## config.mk

```make
export PLATFORM = sky130hd
export DESIGN_NAME = pipeline_hazard_ctrl
export DESIGN_NICKNAME = d
export VERILOG_FILES = /design/src/rtl/pipeline_hazard_ctrl.sv
export SDC_FILE = /design/constraint.sdc
export NUM_CORES = 1
export LEC_CHECK = 0
export BUFFER_PORTS_ARGS = -buffer_cell sky130_fd_sc_hd__buf_2
export CAP_MARGIN = 20
export CORE_AREA = 2 2 60 62
export DETAILED_ROUTE_END_ITERATION = 10
export DIE_AREA = 0 0 62 64
export GPL_TIMING_DRIVEN = 0
export PLACE_DENSITY_LB_ADDON = 0.15
export SLEW_MARGIN = 10
export SYNTH_ARGS = -nofsm -noshare
export SYNTH_HDL_FRONTEND = slang
export SYNTH_SLANG_ARGS = --single-unit
export TNS_END_PERCENT = 5
```

## constraint.sdc

```tcl
create_clock -name clk -period 3.4 [get_ports clk]
set_clock_uncertainty 0.2 [all_clocks]
set_input_delay 0 -clock clk [delete_from_list [all_inputs] [get_ports clk]]
set_output_delay 0 -clock clk [all_outputs]
set_load 0.01 [all_outputs]
```

## src/rtl/pipeline_hazard_ctrl.sv

```systemverilog
// Stall/flush controller for the 5-stage pipeline.
// Covers load-use, decode-branch and MDU/HI-LO interlocks.
module pipeline_hazard_ctrl #(
    parameter int MDU_LAT = 32,
    parameter int CNT_W   = 16
) (
    input  logic             clk,
    input  logic             reset,
    input  logic [4:0]       Rs_D,
    input  logic [4:0]       Rt_D,
    input  logic [4:0]       Write_Reg_E,
    input  logic [4:0]       Write_Reg_M,
    input  logic             Reg_Write_E,
    input  logic             Mem_To_Reg_E,
    input  logic             Mem_To_Reg_M,
    input  logic             Branch_D,
    input  logic             PC_Src_D,
    input  logic             MDU_Op_D,
    input  logic             HiLo_Read_D,
    output logic             Stall_F,
    output logic             Stall_D,
    output logic             Flush_D,
    output logic             Flush_E,
    output logic             MDU_Start,
    output logic             HiLo_Write,
    output logic             MDU_Busy,
    output logic [CNT_W-1:0] Stall_Count
);

    typedef enum logic [1:0] {
        S_IDLE = 2'd0,
        S_BUSY = 2'd1,
        S_DONE = 2'd2
    } state_t;

    state_t           r_state;
    logic [7:0]       r_cnt;
    logic             r_start;
    logic             r_hiw;
    logic             r_busy;
    logic [CNT_W-1:0] r_stall_cnt;

    logic w_e_hit;
    logic w_m_hit;
    logic w_lw_stall;
    logic w_br_stall;
    logic w_mdu_stall;
    logic w_stall;
    logic w_accept;

    // Register 0 is hardwired, so a zero index never creates a hazard.
    assign w_e_hit = (Write_Reg_E != 5'd0) &&
                     ((Write_Reg_E == Rs_D) || (Write_Reg_E == Rt_D));
    assign w_m_hit = (Write_Reg_M != 5'd0) &&
                     ((Write_Reg_M == Rs_D) || (Write_Reg_M == Rt_D));

    assign w_lw_stall  = Mem_To_Reg_E & Reg_Write_E & w_e_hit;
    assign w_br_stall  = Branch_D &
                         ((Reg_Write_E & w_e_hit) | (Mem_To_Reg_M & w_m_hit));
    assign w_mdu_stall = (HiLo_Read_D | MDU_Op_D) & (r_state != S_IDLE);
    assign w_stall     = w_lw_stall | w_br_stall | w_mdu_stall;
    assign w_accept    = MDU_Op_D & ~w_stall & (r_state == S_IDLE);

    assign Stall_F     = w_stall;
    assign Stall_D     = w_stall;
    assign Flush_E     = w_stall;
    assign Flush_D     = PC_Src_D & ~w_stall;
    assign MDU_Start   = r_start;
    assign HiLo_Write  = r_hiw;
    assign MDU_Busy    = r_busy;
    assign Stall_Count = r_stall_cnt;

    // MDU sequencer: IDLE -> BUSY (MDU_LAT cycles) -> DONE -> IDLE.
    always_ff @(posedge clk) begin
        if (reset) begin
            r_state <= S_IDLE;
            r_cnt   <= 8'd0;
            r_start <= 1'b0;
            r_hiw   <= 1'b0;
            r_busy  <= 1'b0;
        end else begin
            r_start <= 1'b0;
            r_hiw   <= 1'b0;
            case (r_state)
                S_IDLE: begin
                    if (w_accept) begin
                        r_state <= S_BUSY;
                        r_cnt   <= 8'(MDU_LAT - 1);
                        r_start <= 1'b1;
                        r_busy  <= 1'b1;
                    end
                end
                S_BUSY: begin
                    if (r_cnt == 8'd0) begin
                        r_state <= S_DONE;
                        r_hiw   <= 1'b1;
                    end else begin
                        r_cnt <= r_cnt - 8'd1;
                    end
                end
                S_DONE: begin
                    r_state <= S_IDLE;
                    r_busy  <= 1'b0;
                end
                default: begin
                    r_state <= S_IDLE;
                    r_busy  <= 1'b0;
                end
            endcase
        end
    end

    // Saturating count of stalled decode cycles.
    always_ff @(posedge clk) begin
        if (reset) begin
            r_stall_cnt <= '0;
        end else if (w_stall && (r_stall_cnt != {CNT_W{1'b1}})) begin
            r_stall_cnt <= r_stall_cnt + CNT_W'(1);
        end
    end

endmodule

```

==> flow_metrics.env <==
export IMPL_track_usage_pct=21.9
export IMPL_min_period_ps=2440
export IMPL_worstSetupPathType="flop to flop"
export IMPL_area_delta_synth_final_pct=21.3
export IMPL_cts_tree="yes"
export IMPL_critPathMaxStageDelay_ps=680
export IMPL_synth_nets=240
export IMPL_die_y_um=64
export IMPL_die_w_um=62
export IMPL_ant_nets=0
export IMPL_num_rows=21
export IMPL_clk_latency_ps=330
export IMPL_start_util_pct=53.1
export IMPL_drc_errors=0
export IMPL_grt_max_degree=11
export IMPL_worst_slew_pin_slew_ps=843
export IMPL_path_cells="nand2_1 > nor2_1 > nand4_1 > nor3_1 > clkbuf_1 > o21ai_0 > a21oi_1"
export IMPL_netlist_area_mm2=0.00174
export IMPL_status="finished, final reports clean"
export IMPL_ctsResizeCount=0
export IMPL_synth_top_cell_area_share_pct=33.3
export IMPL_max_freq_mhz=411
export IMPL_syn_inst=208
export IMPL_clock_root_buffer="clkbuf_4"
export IMPL_yosys_cell_types_count=41
export IMPL_port_buffers=51
export IMPL_finalSetupViolCount=0
export IMPL_drt_first_pass_iters=4
export IMPL_vias=1734
export IMPL_postCtsHoldBufs=1
export IMPL_cts_buffer_depth=2
export IMPL_grt_pass1_wl_mm=6.69
export IMPL_post_drt_wl_per_cell_um=12.6
export IMPL_nNetsFinal=299
export IMPL_max_vdd_ir_drop_uv=310
export IMPL_diodes=0
export IMPL_yosysSeqAreaShare_pct=33.3
export IMPL_io_pins=52
export IMPL_startpoint_type="flop"
export IMPL_multi_input_comb_area_mm2=0.00106
export IMPL_clk_pin_slew_ps=90
export IMPL_rsz0062_at_grt="no"
export IMPL_placed_cells=305
export IMPL_p_per_area_mw_per_mm2=367
export IMPL_synth_avg_cell_area_um2=8.39
export IMPL_core_mm2=0.00328
export IMPL_p_leak_nw=0.866
export IMPL_fin_area_mm2=0.00212
export IMPL_cp_max_fo=10
export IMPL_slowest_stage="nor3_1"
export IMPL_synth_area_leaders="dfxtp_1 33%, xor2_1 11%, a21oi_1 5.2%"
export IMPL_maxCapViolations=0
export IMPL_crit_required_ps=3450
export IMPL_synth_largest_area_cell="dfxtp_1"
export IMPL_tns_ps=0
export IMPL_synthFlopType="dfxtp_1"
export IMPL_routabilityCongestion=0.882
export IMPL_drtIter0Drc=172
export IMPL_dpl_cell_area_mm2=0.00206
export IMPL_synth_edf_count=0
export IMPL_ys_warn_count=0
export IMPL_fillers=301
export IMPL_synthArstFlopShare_pct=0
export IMPL_finalNonFillerCells=314
export IMPL_layout_area_seq_um2=581
export IMPL_post_cts_setup_buffer_count=0
export IMPL_wirelength_mm=3.95
export IMPL_report_final_slew_viol_count=0
export IMPL_antenna_found_initial=0
export IMPL_viasPerCell=5.52
export IMPL_overflow=0
export IMPL_relSlewSlack_pct=43.4
export IMPL_end_kind="flop"
export IMPL_h_tree_depth=2
export IMPL_dp_hpwl_mm=2.95
export IMPL_clock_sinks=29
export IMPL_final_layout_size_suffix_gt1_share_pct=26.5
export IMPL_min_period_over_period_pct=71.6
export IMPL_hold_class="input pin to output port"
export IMPL_worstPathArrival_ps=2490
export IMPL_hold_viol=0
export IMPL_cts_made_buffers=5
export IMPL_dieArea_mm2=0.00397
export IMPL_ys_seq_elements=29
export IMPL_grt_pass1_vias=1511
==> synthesized netlist by cell type (2+ instances only) <==
cell type	count
dfxtp_1	29
xor2_1	21
a21oi_1	18
nor2_1	16
nand2_1	11
nor3_1	11
o31ai_1	11
or4_1	10
inv_1	9
clkbuf_1	5
mux2_2	5
nor3b_1	5
o21ai_0	5
or3_1	5
and4_1	4
nand4_1	4
buf_4	3
ha_1	3
nand3_1	3
nor4_1	3
a211oi_1	2
a22oi_1	2
and2_1	2
buf_2	2
nor2b_1	2
o22ai_1	2
==> critical path, delay by kind of cell, from the launching register on <==
kind                   cells  cell delay, ps
DFF                        1             410
AOI/OAI and AO/OA          2             290
and+or+nand+nor            4            1070
buffers and inverters      1             410
==> layout make-up <==
class	instances	area share [%]
plain buffers	12	3.13
multi-input cells	158	50.3
repair buffers	52	12.5
clock buffers	8	2.31
well taps	46	2.72
inverters	9	1.60
flip-flops and latches	29	27.4
==> sequential cells by signal, summed over array words and instances (netlist names) <==
register / count
HiLo_Write: 1
MDU_Busy: 1
MDU_Start: 1
Stall_Count: 16
r_cnt: 8
r_state: 2
==> power breakdown <==
part / leakage [nW] / internal (mW) / switching [mW] / total (mW)
registers: 0.236 / 0.359 / 0.0179 / 0.377
logic: 0.603 / 0.0908 / 0.110 / 0.201
clock network: 0.0265 / 0.0823 / 0.116 / 0.198
==> metrics by stage <==
stage          setup slack [ps]  hold slack [ps]  power, mW  util, %
2_1_floorplan              1210            -55.6      0.518        -
3_3_place_gp                994             86.0      0.583     62.6
3_5_place_dp                995             89.5      0.584     62.6
4_1_cts                     983             89.5      0.781     64.4
5_1_grt                     674             94.4      0.827     64.4
6_report                    965             85.5      0.777     64.4
==> final timing paths <==
kind / start / to / slack, ps / depth (start not counted)
worst max-delay path: Stall_Count[12] / Stall_Count[0] / 960 / 7
worst min-delay path: PC_Src_D / Flush_D / 90 / 3
worst max register to register: Stall_Count[12] / Stall_Count[0] / 960 / 7
worst min register to register: MDU_Busy / MDU_Busy / 300 / 2
==> kinds of logic after synthesis <==
group	Yosys count	synth area share, %
XOR/XNOR	22	11.0
AND/OR/NAND/NOR	81	26.5
adder cells (fa/ha/maj)	3	2.15
multiplexers	5	3.23
flip-flops	29	33.3
AO/OA/AOI/OAI	47	18.0
buffers and inverters	21	5.74
==> layout by cell type (no fill, tap or decap), drive strengths merged <==
| master | Yosys | layout |
|---|---|---|
| dlygate4sd3 | 0 | 1 |
| and2 | 2 | 2 |
| o2111ai | 1 | 1 |
| clkbuf | 5 | 13 |
| or4b | 1 | 1 |
| a211oi | 2 | 2 |
| nand2 | 11 | 11 |
| o31ai | 11 | 11 |
| a22oi | 2 | 2 |
| dfxtp | 29 | 29 |
| a221oi | 1 | 1 |
| nand4 | 4 | 4 |
| o21bai | 1 | 1 |
| o22ai | 2 | 2 |
| a21oi | 18 | 18 |
| ha | 3 | 3 |
| xnor2 | 1 | 1 |
| o221a | 2 | 2 |
| nor4 | 3 | 3 |
| o21ai | 5 | 5 |
| o311a | 1 | 1 |
| and3 | 1 | 1 |
| o211ai | 1 | 1 |
| nor2b | 2 | 2 |
| or3 | 5 | 5 |
| mux2 | 5 | 5 |
| nor3b | 5 | 5 |
| or4 | 10 | 10 |
| inv | 9 | 9 |
| xor2 | 21 | 21 |
| nor4bb | 1 | 1 |
| nand3 | 3 | 3 |
| and4 | 4 | 4 |
| nand3b | 1 | 1 |
| buf | 7 | 58 |
| nor2 | 16 | 16 |
| nor3 | 12 | 12 |
==> per-layer routing <==
metal  routed length [um]  track usage, %
met3                  194            6.07
met1                 1770            28.5
met2                 1940            34.9
met5                    0               0
met4                   43            6.12
No activity file was read; power rests on OpenSTA's default activity.
